<file path="config.mk">
export PLATFORM = sky130hd
export DESIGN_NAME = apb_master_arbiter
export DESIGN_NICKNAME = d
export VERILOG_FILES = /design/src/rtl/apb_pkg.sv /design/src/rtl/rr_arbiter2.sv /design/src/rtl/apb_master_arbiter.sv
export SDC_FILE = /design/constraint.sdc
export NUM_CORES = 1
export LEC_CHECK = 0
export ABC_CLOCK_PERIOD_IN_PS = 5700
export BUFFER_PORTS_ARGS = -buffer_cell sky130_fd_sc_hd__buf_2
export CORE_UTILIZATION = 48
export DETAILED_ROUTE_END_ITERATION = 16
export PLACE_DENSITY = 0.86
export SETUP_SLACK_MARGIN = 0.2
export SYNTH_ARGS = -nofsm -noshare
export SYNTH_HDL_FRONTEND = slang
export SYNTH_HIERARCHICAL = 1
export SYNTH_SLANG_ARGS = --single-unit
</file>
<file path="constraint.sdc">
create_clock -name pclk -period 5.7 [get_ports pclk]
set_input_delay 1.14 -clock pclk [delete_from_list [all_inputs] [get_ports pclk]]
set_output_delay 1.14 -clock pclk [all_outputs]
set_load 0.02 [all_outputs]
</file>
<file path="src/rtl/apb_pkg.sv">
// apb_pkg
// Shared types and constants for the APB master/arbiter slice: the bus-phase
// state encoding, the slave index map and default bus widths.
// No ports (package).

package apb_pkg;

    typedef enum logic [1:0] {
        IDLE   = 2'b00,
        SETUP  = 2'b01,
        ACCESS = 2'b10
    } apb_state_e;

    // Slave index = top two address bits.
    localparam int WDT   = 0;
    localparam int TMR   = 1;
    localparam int GPIO  = 2;
    localparam int SPARE = 3;

    localparam int DEF_ADDR_W  = 8;
    localparam int DEF_DATA_W  = 21;
    localparam int DEF_NUM_SLV = 4;
    localparam int DEF_TIMEOUT = 16;

endpackage

</file>
<file path="src/rtl/rr_arbiter2.sv">
// rr_arbiter2
// Two-input round-robin arbiter. When both eligible requesters are active the
// one not granted last wins; a lone eligible requester always wins. The
// last-grant record only moves when the owner accepts a grant via advance.
//
// Ports:
//   pclk     in   clock, rising edge
//   presetn  in   synchronous active-low reset
//   req      in   [1:0] raw requests
//   mask     in   [1:0] requests to ignore this cycle
//   advance  in   grant accepted this cycle; record the winner
//   gnt      out  [1:0] one-hot grant (zero when nothing eligible)

module rr_arbiter2
    import apb_pkg::*;
(
    input  logic       pclk,
    input  logic       presetn,
    input  logic [1:0] req,
    input  logic [1:0] mask,
    input  logic       advance,
    output logic [1:0] gnt
);

    logic       last_gnt;
    logic [1:0] eligible;

    assign eligible = req & ~mask;

    // Tie goes to whoever did not win last time.
    always_comb begin
        gnt = eligible;
        if (eligible == 2'b11) begin
            gnt = last_gnt ? 2'b01 : 2'b10;
        end
    end

    // Reset to "requester 1 won last" so requester 0 takes the first tie.
    always_ff @(posedge pclk) begin
        if (!presetn) begin
            last_gnt <= 1'b1;
        end else if (advance && (gnt != 2'b00)) begin
            last_gnt <= gnt[1];
        end
    end

endmodule

</file>
<file path="src/rtl/apb_master_arbiter.sv">
// apb_master_arbiter
// APB master shared by two requesters. Arbitrates round-robin, drives the
// SETUP/ACCESS sequence to one of NUM_SLV slaves selected by the top two
// address bits, waits on the selected slave's pready and aborts with err
// after TIMEOUT ACCESS cycles. All outputs are registered.
//
// Ports:
//   pclk, presetn              clock / synchronous active-low reset
//   req[1:0]                   per-requester request, held until done
//   req_addr0/1, req_write0/1, req_wdata0/1   request payloads
//   done[1:0]                  one-cycle completion pulse per requester
//   err                        with done: 1 = timeout abort
//   rdata                      read data, held until next completion
//   psel, penable, pwrite, paddr, pwdata      APB master outputs
//   prdata                     packed per-slave read data, slave 0 in LSBs
//   pready                     per-slave ready

module apb_master_arbiter
    import apb_pkg::*;
#(
    parameter int ADDR_W  = DEF_ADDR_W,
    parameter int DATA_W  = DEF_DATA_W,
    parameter int NUM_SLV = DEF_NUM_SLV,
    parameter int TIMEOUT = DEF_TIMEOUT
) (
    input  logic                      pclk,
    input  logic                      presetn,
    input  logic [1:0]                req,
    input  logic [ADDR_W-1:0]         req_addr0,
    input  logic [ADDR_W-1:0]         req_addr1,
    input  logic                      req_write0,
    input  logic                      req_write1,
    input  logic [DATA_W-1:0]         req_wdata0,
    input  logic [DATA_W-1:0]         req_wdata1,
    output logic [1:0]                done,
    output logic                      err,
    output logic [DATA_W-1:0]         rdata,
    output logic [NUM_SLV-1:0]        psel,
    output logic                      penable,
    output logic                      pwrite,
    output logic [ADDR_W-1:0]         paddr,
    output logic [DATA_W-1:0]         pwdata,
    input  logic [NUM_SLV*DATA_W-1:0] prdata,
    input  logic [NUM_SLV-1:0]        pready
);

    localparam int WAIT_W = $clog2(TIMEOUT);

    apb_state_e          state, state_nxt;
    logic                gnt_idx, gnt_idx_nxt;
    logic [WAIT_W-1:0]   wait_cnt, wait_nxt;
    logic [NUM_SLV-1:0]  psel_nxt;
    logic                penable_nxt;
    logic                pwrite_nxt;
    logic [ADDR_W-1:0]   paddr_nxt;
    logic [DATA_W-1:0]   pwdata_nxt;
    logic [1:0]          done_nxt;
    logic                err_nxt;
    logic [DATA_W-1:0]   rdata_nxt;

    logic [1:0]          arb_gnt;
    logic [1:0]          arb_mask;
    logic                start;

    logic [1:0]          sel_idx;
    logic                sel_ready;
    logic [DATA_W-1:0]   sel_rdata;
    logic                timed_out;
    logic                finishing;

    logic                win;
    logic [ADDR_W-1:0]   win_addr;
    logic                win_write;
    logic [DATA_W-1:0]   win_wdata;
    logic [NUM_SLV-1:0]  win_psel;

    // Only the slave addressed by the latched paddr is observed.
    assign sel_idx   = paddr[ADDR_W-1 -: 2];
    assign sel_ready = pready[sel_idx];
    assign sel_rdata = prdata[int'(sel_idx)*DATA_W +: DATA_W];

    assign timed_out = (wait_cnt == WAIT_W'(TIMEOUT - 1));
    assign finishing = (state == ACCESS) && (sel_ready || timed_out);

    // A requester is not eligible while its done pulse is out, nor on the
    // edge that completes its own transfer, so a held req is not re-granted.
    assign arb_mask = done | (finishing ? (gnt_idx ? 2'b10 : 2'b01) : 2'b00);

    assign win       = arb_gnt[1];
    assign win_addr  = win ? req_addr1  : req_addr0;
    assign win_write = win ? req_write1 : req_write0;
    assign win_wdata = win ? req_wdata1 : req_wdata0;
    assign win_psel  = NUM_SLV'(1) << win_addr[ADDR_W-1 -: 2];

    rr_arbiter2 u_arb (
        .pclk    (pclk),
        .presetn (presetn),
        .req     (req),
        .mask    (arb_mask),
        .advance (start),
        .gnt     (arb_gnt)
    );

    // Next-state and next-output logic; everything lands in registers.
    always_comb begin
        state_nxt   = state;
        gnt_idx_nxt = gnt_idx;
        wait_nxt    = wait_cnt;
        psel_nxt    = psel;
        penable_nxt = penable;
        pwrite_nxt  = pwrite;
        paddr_nxt   = paddr;
        pwdata_nxt  = pwdata;
        done_nxt    = 2'b00;
        err_nxt     = 1'b0;
        rdata_nxt   = rdata;
        start       = 1'b0;

        unique case (state)
            IDLE: begin
                start = (arb_gnt != 2'b00);
            end
            SETUP: begin
                penable_nxt = 1'b1;
                wait_nxt    = '0;
                state_nxt   = ACCESS;
            end
            ACCESS: begin
                if (finishing) begin
                    done_nxt[gnt_idx] = 1'b1;
                    // Reaching here without ready means the wait budget ran out.
                    err_nxt = !sel_ready;
                    if (!sel_ready) begin
                        rdata_nxt = '0;
                    end else if (!pwrite) begin
                        rdata_nxt = sel_rdata;
                    end
                    if (arb_gnt != 2'b00) begin
                        start = 1'b1;
                    end else begin
                        psel_nxt    = '0;
                        penable_nxt = 1'b0;
                        state_nxt   = IDLE;
                    end
                end else begin
                    wait_nxt = wait_cnt + WAIT_W'(1);
                end
            end
            default: begin
                psel_nxt    = '0;
                penable_nxt = 1'b0;
                state_nxt   = IDLE;
            end
        endcase

        // Latching a new winner is shared by IDLE and back-to-back ACCESS exit.
        if (start) begin
            state_nxt   = SETUP;
            gnt_idx_nxt = win;
            psel_nxt    = win_psel;
            penable_nxt = 1'b0;
            pwrite_nxt  = win_write;
            paddr_nxt   = win_addr;
            pwdata_nxt  = win_wdata;
        end
    end

    // State and output registers.
    always_ff @(posedge pclk) begin
        if (!presetn) begin
            state    <= IDLE;
            gnt_idx  <= 1'b0;
            wait_cnt <= '0;
            psel     <= '0;
            penable  <= 1'b0;
            pwrite   <= 1'b0;
            paddr    <= '0;
            pwdata   <= '0;
            done     <= 2'b00;
            err      <= 1'b0;
            rdata    <= '0;
        end else begin
            state    <= state_nxt;
            gnt_idx  <= gnt_idx_nxt;
            wait_cnt <= wait_nxt;
            psel     <= psel_nxt;
            penable  <= penable_nxt;
            pwrite   <= pwrite_nxt;
            paddr    <= paddr_nxt;
            pwdata   <= pwdata_nxt;
            done     <= done_nxt;
            err      <= err_nxt;
            rdata    <= rdata_nxt;
        end
    end

endmodule

</file>
==> results.md, run 1 <==
* Status: finished, final reports clean
* Die height at 90.39 µm
* Die width at 90.39 µm
* Drt drc at 0
* CP required at 5.96 ns
* # rows at 31
* Slew headroom at 0.2832
* Total Nets Final at 729
* PD cells at 261.5 mW/mm²
* Post-Route Setup TNS at 0 ns
* Most frequent cells in the layout: buf_2, nand2_1, dfxtp_1
* Yosys warns at 6
* Worst skew pair latency at 0.34 ns
* Kind of critical path: in2reg
* Hold_buf cts at 0
* Max clock buf depth at 2
* WP data arrival at 4.50 ns
* #FFs+latches synth at 66
* Synthesized cell area at 0.003750 mm²
* CTS sink count at 66
* Post-CTS setup buffer count at 0
* Final worst-path cycle share at 0.7446
* Endpoints failing hold at 0
* Tmin final at 4.244 ns
* Via Count at 3687
* CTS tree: done
* Sequential share of the synthesized area at 0.3524
* Worst hold path class: reg2reg
* CTS H-Tree Depth at 3
* Initial core utilization at 0.5062
* Full die area at 0.008169 mm²
* CP Max Fanout at 37
* Area Growth Syn to Fin at 32.97%
* Wirelength per Cell at 15.04 µm
* Power Total at 1304 µW
* Max Slew Vio Count at 0
* Critical Path End Type: flop
* First-pass GRT wire length at 16.42 mm
* Max Clk Rate at 0.2356 GHz
* Syn Inst Count at 387
* Core area at 0.007408 mm²
* Netlist cell types at 40
* VDD IR max at 0.0001170 V
* Final number of setup-violating endpoints at 0
* GRT Residual Overflow at 0
* RD Place Congestion at 0.8295
* Initial DRC Count at 191
* I/O Pins at 211
* Root Buffer: clkbuf_8
* DRT Wirelength at 10.21 mm
* Fin Clk Skew at 0.006134 ns
* Lkg Pwr at 0.002329 µW
* Vias in the first global route at 3589
* Clk pin slew, worst setup/hold paths at 0.07 ns
* Post-route ant nets at 0
* Port bufs at 210
* Num CTS Buffers at 9
* Tightest Pin Transition at 1.075 ns
* Initial antenna violation count at 0
* Commonest non-fill, non-tap cell in the layout: buf_2
* Maxcap violations at 0
* Syn_nets at 540
* Unrepaired setup endpoints after global routing: false
* DRT Pass-1 Iters at 4
* Resized Gates After CTS at 0
* ANT cells at 0
* Layout cells sized above 1 at 0.5017
* Gr usage total at 0.2486
* Critical Path Source Type: input pin
* Pin count of the biggest net entering global routing at 120
* Synth Area per Inst at 9.690 µm²
* Hpwl dp at 7.817 mm
* Vias per inst at 5.430
## flip-flops by register name, indices dropped and copies added (netlist names)
register,cells
wait_cnt,4
pwrite,1
pwdata,21
gnt_idx,1
psel,4
rdata,21
penable,1
u_arb/last_gnt,1
paddr,8
done,2
state,1
err,1
## worst paths after layout
| check | start | endpoint | slack [ns] | cells past startpoint |
|---|---|---|---|---|
| worst max-delay path | pready[3] | u_arb/last_gnt$_SDFFE_PN1P_ | 1.46 | 12 |
| worst min-delay path | rdata[20]$_SDFFE_PN0P_ | rdata[20]$_SDFFE_PN0P_ | 0.46 | 2 |
| worst max register to register | paddr[6]$_SDFFE_PN0P_ | u_arb/last_gnt$_SDFFE_PN1P_ | 1.58 | 12 |
| worst min register to register | rdata[20]$_SDFFE_PN0P_ | rdata[20]$_SDFFE_PN0P_ | 0.46 | 2 |
## synthesized netlist by cell type
cell / count / area (µm²)
buf_12: 2 / 40.04
and3b_2: 1 / 10.01
o21bai_1: 4 / 30.03
buf_8: 1 / 15.01
o41a_1: 1 / 11.26
o22ai_1: 1 / 6.260
o21ai_0: 1 / 5.000
nand4_1: 21 / 131.4
or4_1: 4 / 30.03
mux2i_1: 33 / 330.3
or3_1: 1 / 6.260
a211oi_1: 2 / 15.01
o221ai_2: 1 / 15.01
nor4_1: 1 / 6.260
nand3_1: 5 / 25.02
o31a_1: 2 / 17.52
o21a_1: 1 / 7.510
o311ai_2: 1 / 16.27
nor3_1: 3 / 15.01
dfxtp_1: 66 / 1321
nand2b_1: 3 / 18.77
buf_1: 3 / 11.26
clkbuf_1: 26 / 97.59
mux2_2: 30 / 337.8
a21oi_1: 2 / 10.01
o221ai_1: 5 / 43.79
or2_2: 1 / 6.260
nor3b_1: 2 / 15.01
buf_2: 4 / 20.02
and2b_2: 1 / 8.760
mux4_2: 22 / 495.5
buf_6: 2 / 22.52
ha_1: 1 / 12.51
o31ai_1: 22 / 165.2
and2_1: 1 / 6.260
nand2_1: 94 / 352.8
nor2_1: 3 / 11.26
or4b_1: 1 / 10.01
and3_1: 2 / 12.51
inv_1: 10 / 37.54
## critical path, cell delays in order
cell	delay (ns)
buf_2	0.11
mux4_2	0.80
o21bai_1	0.39
o21bai_1	0.09
nand2b_1	0.23
o21a_1	0.23
or2_2	0.30
o311ai_4	0.25
buf_4	0.48
inv_1	0.10
and3b_2	0.22
o221ai_2	0.15
## layout make-up
cell class,instances,area [µm²]
Timing Repair Buffer,216,1099
Multi-Input combinational cell,273,2216
Fill cell,605,2422
Clock buffer,13,178.9
Clock inverter,2,10.01
Tap cell,99,123.9
Sequential cell,66,1321
Inverter,10,37.54
## routing by layer
layer,up-vias,track usage,part of all wire,wire [µm]
met5,-,0,0,0
met4,0,0.1022,0.024,249
met3,21,0.04545,0.049,504
met2,152,0.4567,0.54,5501
met1,1722,0.2814,0.39,3958
li1,1792,-,-,-
## stage by stage
step / worst slack [ns] / hold slack, ns / util / cell area (µm²) / cells
6_report: 1.456 / 0.4554 / 0.6730 / 4986 / 679
5_1_grt: 1.305 / 0.4759 / 0.6730 / 4986 / 679
4_1_cts: 1.474 / 0.4568 / 0.6730 / 4986 / 679
3_5_place_dp: 1.140 / 0.4468 / 0.6475 / 4797 / 664
3_3_place_gp: 1.269 / 0.4409 / 0.6475 / 4797 / 664
2_1_floorplan: 1.890 / 0.4473 / - / 3750 / 387
## logic make-up after synthesis
family                   synth area share
AND/OR/NAND/NOR                    0.1775
multiplexers                       0.3103
adder cells (fa/ha/maj)          0.003336
flip-flops                         0.3524
buffers and inverters             0.06506
AO/OA/AOI/OAI                     0.09143
## where the power goes
part	switching [µW]	internal, µW	total, µW
logic	218	189	407
registers	25.4	504	530
clock network	165	202	367
Note: power is estimated with default switching activity, not from simulation.
==> run 2, diff against run 1 <==
--- a/config.mk
+++ b/config.mk
@@ -5,11 +5,12 @@
 export SDC_FILE = /design/constraint.sdc
 export NUM_CORES = 1
 export LEC_CHECK = 0
-export ABC_CLOCK_PERIOD_IN_PS = 5700
+export ABC_AREA = 1
+export ABC_CLOCK_PERIOD_IN_PS = 3600
 export BUFFER_PORTS_ARGS = -buffer_cell sky130_fd_sc_hd__buf_2
-export CORE_UTILIZATION = 48
+export CORE_UTILIZATION = 42
 export DETAILED_ROUTE_END_ITERATION = 16
-export PLACE_DENSITY = 0.86
+export PLACE_DENSITY = 0.77
 export SETUP_SLACK_MARGIN = 0.2
 export SYNTH_ARGS = -nofsm -noshare
 export SYNTH_HDL_FRONTEND = slang
==> constraint.sdc (replaced) <==
create_clock -name pclk -period 3.6 [get_ports pclk]
set_input_delay 0.72 -clock pclk [delete_from_list [all_inputs] [get_ports pclk]]
set_output_delay 0.72 -clock pclk [all_outputs]
set_load 0.02 [all_outputs]
==> run 2 against run 1 <==
Effect of this change: die area rose by 29%; flip-flop and latch count did not move; non-clock buffer count increased by 2; core utilization shrank 11 points; sequential power up 61%; worst setup slack lost 0.88 ns; cell count increased by 50%; highest routed layer unchanged.
==> results.md, run 2 <==
* EDFF count, synth at 0 (unchanged)
* Tightest Pin Transition at 0.6942 ns (was 1.075 ns)
* Initial antenna violation count at 0 (unchanged)
* Vias in the first global route at 4145 (was 3589)
* Root Buffer: clkbuf_8 (unchanged)
* Gr usage total at 0.2302 (was 0.2486)
* Design area at 0.005549 mm² (was 0.004986 mm²)
* Pin count of the biggest net entering global routing at 40 (was 120)
* Post-route ant nets at 0 (unchanged)
* Hold_buf cts at 0 (unchanged)
* # rows at 36 (was 31)
* Initial DRC Count at 128 (was 191)
* Area Growth Syn to Fin at 30.86% (was 32.97%)
* Reg2Reg Setup Slack at 0.58 ns (was 1.58 ns)
* Async set-reset flop share out of synthesis at 0 (unchanged)
* Post-Route Setup TNS at 0 ns (unchanged)
* Slew headroom at 0.5372 (was 0.2832)
* Critical Path End Type: flop (unchanged)
* Hpwl dp at 9.065 mm (was 7.817 mm)
* Post-synth top area cell: dfxtp_1 (unchanged)
* Unrepaired setup endpoints after global routing: false (unchanged)
* PD cells at 419.2 mW/mm² (was 261.5 mW/mm²)
* Max clock buf depth at 2 (unchanged)
* Sequential Power Share at 0.367 (was 0.406)
* Syn Inst Count at 691 (was 387)
* Top Registers: pwdata: 21 flops, rdata: 21 flops, paddr: 8 flops (unchanged)
* Clock power share at 0.303 (was 0.281)
* Clk pin slew, worst setup/hold paths at 0.08 ns (was 0.07 ns)
* Endpoints failing hold at 0 (unchanged)
* DRT Pass-1 Iters at 4 (unchanged)
* Critical Path Source Type: flop (was input pin)
* Sequential share of the synthesized area at 0.3116 (was 0.3524)
* GR Util met3 at 0.04788 (was 0.04545)
* WP data arrival at 3.30 ns (was 4.50 ns)
* Worst skew pair latency at 0.34 ns (about the same)
* Int Pwr at 1479 µW (was 894.6 µW)
* Wirelength per Cell at 11.91 µm (was 15.04 µm)
* CP Max Fanout at 35 (was 37)
* Tmin final at 3.024 ns
* Met2 usage at 0.4164 (was 0.4567)
* Synthesized cell area at 0.004240 mm² (was 0.003750 mm²)
* Top-area cell type share of the netlist area at 0.3116 (was 0.3524)
* Core area at 0.009774 mm² (was 0.007408 mm²)
* Sw Ratio at 0.3640 (was 0.3138)
* Most used routing layer: met2 (unchanged)
* Max Slew Vio Count at 0 (unchanged)
* VDD IR max at 0.0002745 V (was 0.0001170 V)
* Post-CTS setup buffer count at 0 (unchanged)
* Post-route worst setup slack at 0.5757 ns (was 1.456 ns)
* ANT cells at 0 (unchanged)
* First-pass GRT wire length at 18.85 mm (was 16.42 mm)
* Layout cells sized above 1 at 0.3182 (was 0.5017)
* Hold Slack at 0.4644 ns (was 0.4554 ns)
* Fin Clk Skew at 0.01300 ns (was 0.006134 ns)
* CP required at 3.88 ns (was 5.96 ns)
* Placed instance area at 0.005324 mm² (was 0.004797 mm²)
* Port bufs at 210 (unchanged)
* Synth Area per Inst at 6.136 µm² (was 9.690 µm²)
* Initial core utilization at 0.4338 (was 0.5062)
* Synth cell count leaders: nand2_1, inv_1, nand3_1, dfxtp_1, nor2_1 (was nand2_1, dfxtp_1, mux2i_1, mux2_2, clkbuf_1)
* Full die area at 0.01050 mm² (was 0.008169 mm²)
* Syn_nets at 844 (was 540)
* Vias per inst at 4.616 (was 5.430)
* DP Worst Slack at 0.4464 ns (was 1.140 ns)
* Most frequent cells in the layout: nand2_1, buf_2, inv_1 (was buf_2, nand2_1, dfxtp_1)
* Synth top area cells: dfxtp_1, nand2_1, inv_1 (was dfxtp_1, mux4_2, nand2_1)
* Ys flop type: dfxtp_1 (unchanged)
* Fillers at 992 (was 605)
* Die width at 102.5 µm (was 90.39 µm)
* CTS tree: done (unchanged)
* Fin cells at 1016 (was 679)
* #FFs+latches synth at 66 (unchanged)
* Lkg Pwr at 0.003282 µW (was 0.002329 µW)
* R2R cell count at 16 (was 12)
* Commonest non-fill, non-tap cell in the layout: nand2_1 (was buf_2)
* Comb pwr share at 0.331 (was 0.312)
* Maxcap violations at 0 (unchanged)
* Final worst-path cycle share at 0.8401
* Final number of setup-violating endpoints at 0 (unchanged)
* Yosys warns at 6 (unchanged)
* DRT Wirelength at 12.10 mm (was 10.21 mm)
* Total Nets Final at 1031 (was 729)
* I/O Pins at 211 (unchanged)
* Kind of critical path: reg2reg (was in2reg)
* RD Place Congestion at 0.8525 (was 0.8295)
* Num CTS Buffers at 9 (unchanged)
* Hold Crit Depth at 2 (unchanged)
* CTS sink count at 66 (unchanged)
* Die height at 102.5 µm (was 90.39 µm)
* GR Layer Usage met1 at 0.2702 (was 0.2814)
* Most common cell in the netlist: nand2_1 (unchanged)
* Net switching power at 846.6 µW (was 409.1 µW)
* Netlist cell types at 26 (was 40)
* GRT Residual Overflow at 0 (unchanged)
* Drt drc at 0 (unchanged)
* Status: finished, final reports clean (unchanged)
* CTS H-Tree Depth at 3 (unchanged)
* Via Count at 4690 (was 3687)
* Resized Gates After CTS at 0 (unchanged)
* Worst hold path class: reg2reg (unchanged)
* Max Clk Rate at 0.3307 GHz
* Placed insts at 1000 (was 664)
run 2: cell types whose count changed in the layout (fill, tap and decap cells not counted), sizes merged, moves of 5 or more:
| cell | before | now |
|---|---|---|
| nand2 | 94 | 260 |
| inv | 10 | 128 |
| nand3 | 5 | 92 |
| mux2i | 33 | 0 |
| nor2 | 3 | 31 |
| mux4 | 22 | 0 |
| o31ai | 22 | 0 |
| a21oi | 2 | 10 |
| o221ai | 6 | 0 |
| nand4 | 21 | 26 |
run 2: logic make-up after synthesis:
family                   after synthesis  share of synthesized area
adder cells (fa/ha/maj)                1                   0.002950
AND/OR/NAND/NOR                      410                     0.4267
buffers and inverters                168                     0.1614
AO/OA/AOI/OAI                         18                    0.02301
flip-flops                            66                     0.3116
multiplexers                          28                    0.07436
run 2: worst paths after layout:
check	endpoint	startpoint
setup / recovery	pwdata[14]$_SDFFE_PN0P_	paddr[6]$_SDFFE_PN0P_
hold / removal	psel[0]$_SDFFE_PN0P_	psel[0]$_SDFFE_PN0P_
setup reg to reg	pwdata[14]$_SDFFE_PN0P_	paddr[6]$_SDFFE_PN0P_
hold reg to reg	psel[0]$_SDFFE_PN0P_	psel[0]$_SDFFE_PN0P_
run 2: stage by stage:
stage	total power, µW	utilization
detailed placement	1640	0.5447
CTS	2356	0.5677
finish	2326	0.5677
global route	2487	0.5677
global placement	1639	0.5447
floorplan	1406	-
run 2: critical path: stages (launching register included):
cell	delay, ns
dfxtp_2	0.57
inv_4	0.13
nand2_1	0.12
nand3_2	0.15
nand2_4	0.16
nand2_4	0.18
nand2_1	0.15
o21bai_1	0.07
inv_1	0.07
nand2_1	0.10
a21oi_4	0.19
o21ai_0	0.17
inv_2	0.18
nand2_8	0.18
nor2_8	0.37
nand2_1	0.10
nand2_1	0.07
run 2: layer usage:
| layer | vias to the layer above | routed length (µm) |
|---|---|---|
| met5 | - | 0 |
| met4 | 0 | 113 |
| met3 | 8 | 904 |
| met2 | 164 | 5755 |
| met1 | 2030 | 5328 |
| li1 | 2488 | - |
run 2: layout make-up:
cell class | instances | area, µm² | area share
clock inverters | 7 | 101.3 | 0.01826
flip-flops and latches | 66 | 1323 | 0.2383
clock buffers | 9 | 123.9 | 0.02232
inverters | 126 | 475.5 | 0.08568
well taps | 133 | 166.4 | 0.02999
repair buffers | 218 | 1111 | 0.2002
multi-input cells | 457 | 2248 | 0.4052
run 2: power groups by stage:
stage	clock network, µW	logic (µW)	registers, µW
2_1_floorplan	0	477	929
3_3_place_gp	0	771	868
3_5_place_dp	0	770	870
4_1_cts	726	776	854
5_1_grt	759	866	862
6_report	704	769	853
==> run 3, diff against run 2 <==
--- a/config.mk
+++ b/config.mk
@@ -5,12 +5,12 @@
 export SDC_FILE = /design/constraint.sdc
 export NUM_CORES = 1
 export LEC_CHECK = 0
-export ABC_AREA = 1
-export ABC_CLOCK_PERIOD_IN_PS = 3600
+export ABC_AREA = 0
+export ABC_CLOCK_PERIOD_IN_PS = 2590
 export BUFFER_PORTS_ARGS = -buffer_cell sky130_fd_sc_hd__buf_2
-export CORE_UTILIZATION = 42
+export CORE_UTILIZATION = 40
 export DETAILED_ROUTE_END_ITERATION = 16
-export PLACE_DENSITY = 0.77
+export PLACE_DENSITY = 0.76
 export SETUP_SLACK_MARGIN = 0.2
 export SYNTH_ARGS = -nofsm -noshare
 export SYNTH_HDL_FRONTEND = slang
==> constraint.sdc (replaced) <==
create_clock -name pclk -period 2.59 [get_ports pclk]
set_input_delay 0.518 -clock pclk [delete_from_list [all_inputs] [get_ports pclk]]
set_output_delay 0.518 -clock pclk [all_outputs]
set_load 0.02 [all_outputs]
==> run 3 against run 2 <==
Effect of this change: global-route usage shrank 2.0 points; non-clock buffer count grew 17; sequential power grew 36%; critical path depth shrank 6; critical path type unchanged.
==> results.md, run 3 (synthesized netlist as in run 1, its figures left out) <==
* Clk pin slew, worst setup/hold paths at 0.08 ns (about the same)
* Final worst-path cycle share at 0.9530 (was 0.8401)
* CTS tree: done (unchanged)
* Critical Path End Type: flop (unchanged)
* Worst skew pair latency at 0.34 ns (about the same)
* Hpwl dp at 7.854 mm (was 9.065 mm)
* Total Nets Final at 748 (was 1031)
* Core Util, Final at 0.6006 (was 0.5677)
* Initial antenna violation count at 0 (unchanged)
* Post-route ant nets at 0 (unchanged)
* Kind of critical path: reg2reg (unchanged)
* Num CTS Buffers at 9 (unchanged)
* Hold Slack at 0.4539 ns (was 0.4644 ns)
* CP required at 2.86 ns (was 3.88 ns)
* Via Count at 3756 (was 4690)
* Vias per inst at 5.305 (was 4.616)
* FF/Latch Area at 0.001328 mm² (was 0.001323 mm²)
* Gr usage total at 0.2100 (was 0.2302)
* DRT Wirelength at 10.54 mm (was 12.10 mm)
* Max Clk Rate at 0.4051 GHz (was 0.3307 GHz)
* I/O Pins at 211 (unchanged)
* Vias in the first global route at 3493 (was 4145)
* WP data arrival at 2.74 ns (was 3.30 ns)
* Endpoints failing hold at 0 (unchanged)
* Initial DRC Count at 127 (was 128)
* Die width at 98.82 µm (was 102.5 µm)
* Hold Crit Depth at 2 (unchanged)
* Worst hold path class: reg2reg (unchanged)
* Critical Path Source Type: flop (unchanged)
* Status: finished, final reports clean (unchanged)
* Drt drc at 0 (unchanged)
* PD cells at 598.4 mW/mm² (was 419.2 mW/mm²)
* # rows at 34 (was 36)
* Net switching power at 990.8 µW (was 846.6 µW)
* Tightest Pin Transition at 0.8708 ns (was 0.6942 ns)
* Fillers at 778 (was 992)
* Wirelength per Cell at 14.89 µm (was 11.91 µm)
* CTS H-Tree Depth at 3 (unchanged)
* Unrepaired setup endpoints after global routing: true (was false)
* Clock power share at 0.310 (was 0.303)
* Lkg Pwr at 0.002481 µW (was 0.003282 µW)
* R2R cell count at 10 (was 16)
* Int Pwr at 2205 µW (was 1479 µW)
* Port bufs at 210 (unchanged)
* DRT Pass-1 Iters at 4 (unchanged)
* VDD IR max at 0.0002505 V (was 0.0002745 V)
* Full die area at 0.009765 mm² (was 0.01050 mm²)
* CTS sink count at 66 (unchanged)
* Core area at 0.008891 mm² (was 0.009774 mm²)
* Maxcap violations at 0 (unchanged)
* Multi-input logic area at 0.002250 mm² (was 0.002248 mm²)
* Slowest stage cell on the critical path: mux4_2 (was dfxtp_2)
* Top Registers: pwdata: 21 flops, rdata: 21 flops, paddr: 8 flops (unchanged)
* Tmin final at 2.468 ns (was 3.024 ns)
* Sw Ratio at 0.3101 (was 0.3640)
* Die height at 98.82 µm (was 102.5 µm)
* Most frequent cells in the layout: buf_2, nand2_1, dfxtp_1 (was nand2_1, buf_2, inv_1)
* Pin count of the biggest net entering global routing at 55 (was 40)
* Final number of setup-violating endpoints at 0 (unchanged)
* Commonest non-fill, non-tap cell in the layout: buf_2 (was nand2_1)
* First-pass GRT wire length at 16.14 mm (was 18.85 mm)
* Fin cells at 708 (was 1016)
* Worst path max stage delay at 0.55 ns (was 0.57 ns)
* Placed insts at 684 (was 1000)
* Max Slew Vio Count at 0 (unchanged)
* Area Growth Syn to Fin at 42.41% (was 30.86%)
* Crit-path cells: mux4_2, o21bai_4, o21bai_1, and2b_2, a21oi_4, or2_4, o311ai_4, buf_12, buf_16, mux2i_1 (was inv_4, nand2_1, nand3_2, nand2_4, nand2_4, nand2_1, o21bai_1, inv_1, nand2_1, a21oi_4, o21ai_0, inv_2, nand2_8, nor2_8, nand2_1, nand2_1)
* Layout cells sized above 1 at 0.5317 (was 0.3182)
* CP Max Fanout at 5 (was 35)
* RD Place Congestion at 0.7940 (was 0.8525)
* Comb pwr share at 0.326 (was 0.331)
* ANT cells at 0 (unchanged)
* GRT Residual Overflow at 0 (unchanged)
* Slew headroom at 0.4194 (was 0.5372)
* Sequential Power Share at 0.364 (was 0.367)
* Fin Clk Skew at 0.01409 ns (was 0.01300 ns)
* Initial core utilization at 0.4218 (was 0.4338)
* Max clock buf depth at 2 (unchanged)
* Root Buffer: clkbuf_8 (unchanged)
## run 3: repair_timing
item	4_1_cts	5_1_grt
hold buffers	0	0
pin swaps	0	3
gates resized for setup	8	4
hold endpoints to repair	0	0
cloned	2	0
setup buffers	4	2
setup endpoints to repair	36	37
## run 3: critical path, delay by kind of cell (launching register included)
kind | cells | cell delay (ns)
mux | 2 | 0.73
compound gates | 4 | 0.53
simple gates | 2 | 0.51
flops | 1 | 0.36
buf+inv | 2 | 0.30
## run 3: final cells by class
class | count | share of cell area
clock inverters | 6 | 0.01664
repair buffers | 235 | 0.2554
inverters | 10 | 0.007029
well taps | 108 | 0.02530
flip-flops and latches | 66 | 0.2486
multi-input cells | 273 | 0.4213
clock buffers | 10 | 0.02577
## run 3: through the flow
| stage | setup TNS [ns] | power [µW] | cell area (µm²) | setup WS [ns] |
|---|---|---|---|---|
| global route | 0 | 3344 | 5340 | 0.05254 |
| detailed placement | -4.030 | 2142 | 4946 | -0.1605 |
| global placement | -1.679 | 2116 | 4946 | -0.06250 |
| floorplan | -5.838 | 1852 | 3791 | -0.3729 |
| finish | 0 | 3196 | 5340 | 0.1216 |
| CTS | 0 | 3218 | 5310 | 0.1425 |
## run 3: final timing paths
path / end / slack (ns) / startpoint
worst max-delay path: pwdata[0]$_SDFFE_PN0P_ / 0.12 / paddr[6]$_SDFFE_PN0P_
worst min-delay path: rdata[19]$_SDFFE_PN0P_ / 0.45 / rdata[19]$_SDFFE_PN0P_
worst max register to register: pwdata[0]$_SDFFE_PN0P_ / 0.12 / paddr[6]$_SDFFE_PN0P_
worst min register to register: rdata[19]$_SDFFE_PN0P_ / 0.45 / rdata[19]$_SDFFE_PN0P_
## run 3: power groups by stage
| stage | registers [µW] | clock network (µW) | logic (µW) |
|---|---|---|---|
| after global routing | 1170 | 1060 | 1110 |
| after CTS | 1160 | 1020 | 1040 |
| after detailed placement | 1190 | 0 | 957 |
| after global placement | 1180 | 0 | 936 |
| after floorplan | 1290 | 0 | 564 |
| final | 1160 | 992 | 1040 |
## run 3: per-layer routing
| metal | part of all wire | track usage | up-vias | wire length (µm) |
|---|---|---|---|---|
| met3 | 0.075 | 0.04468 | 16 | 788 |
| met5 | 0 | 0 | - | 0 |
| met1 | 0.38 | 0.2169 | 1727 | 4030 |
| met2 | 0.53 | 0.4104 | 185 | 5567 |
| li1 | - | - | 1828 | - |
| met4 | 0.015 | 0.07922 | 0 | 155 |
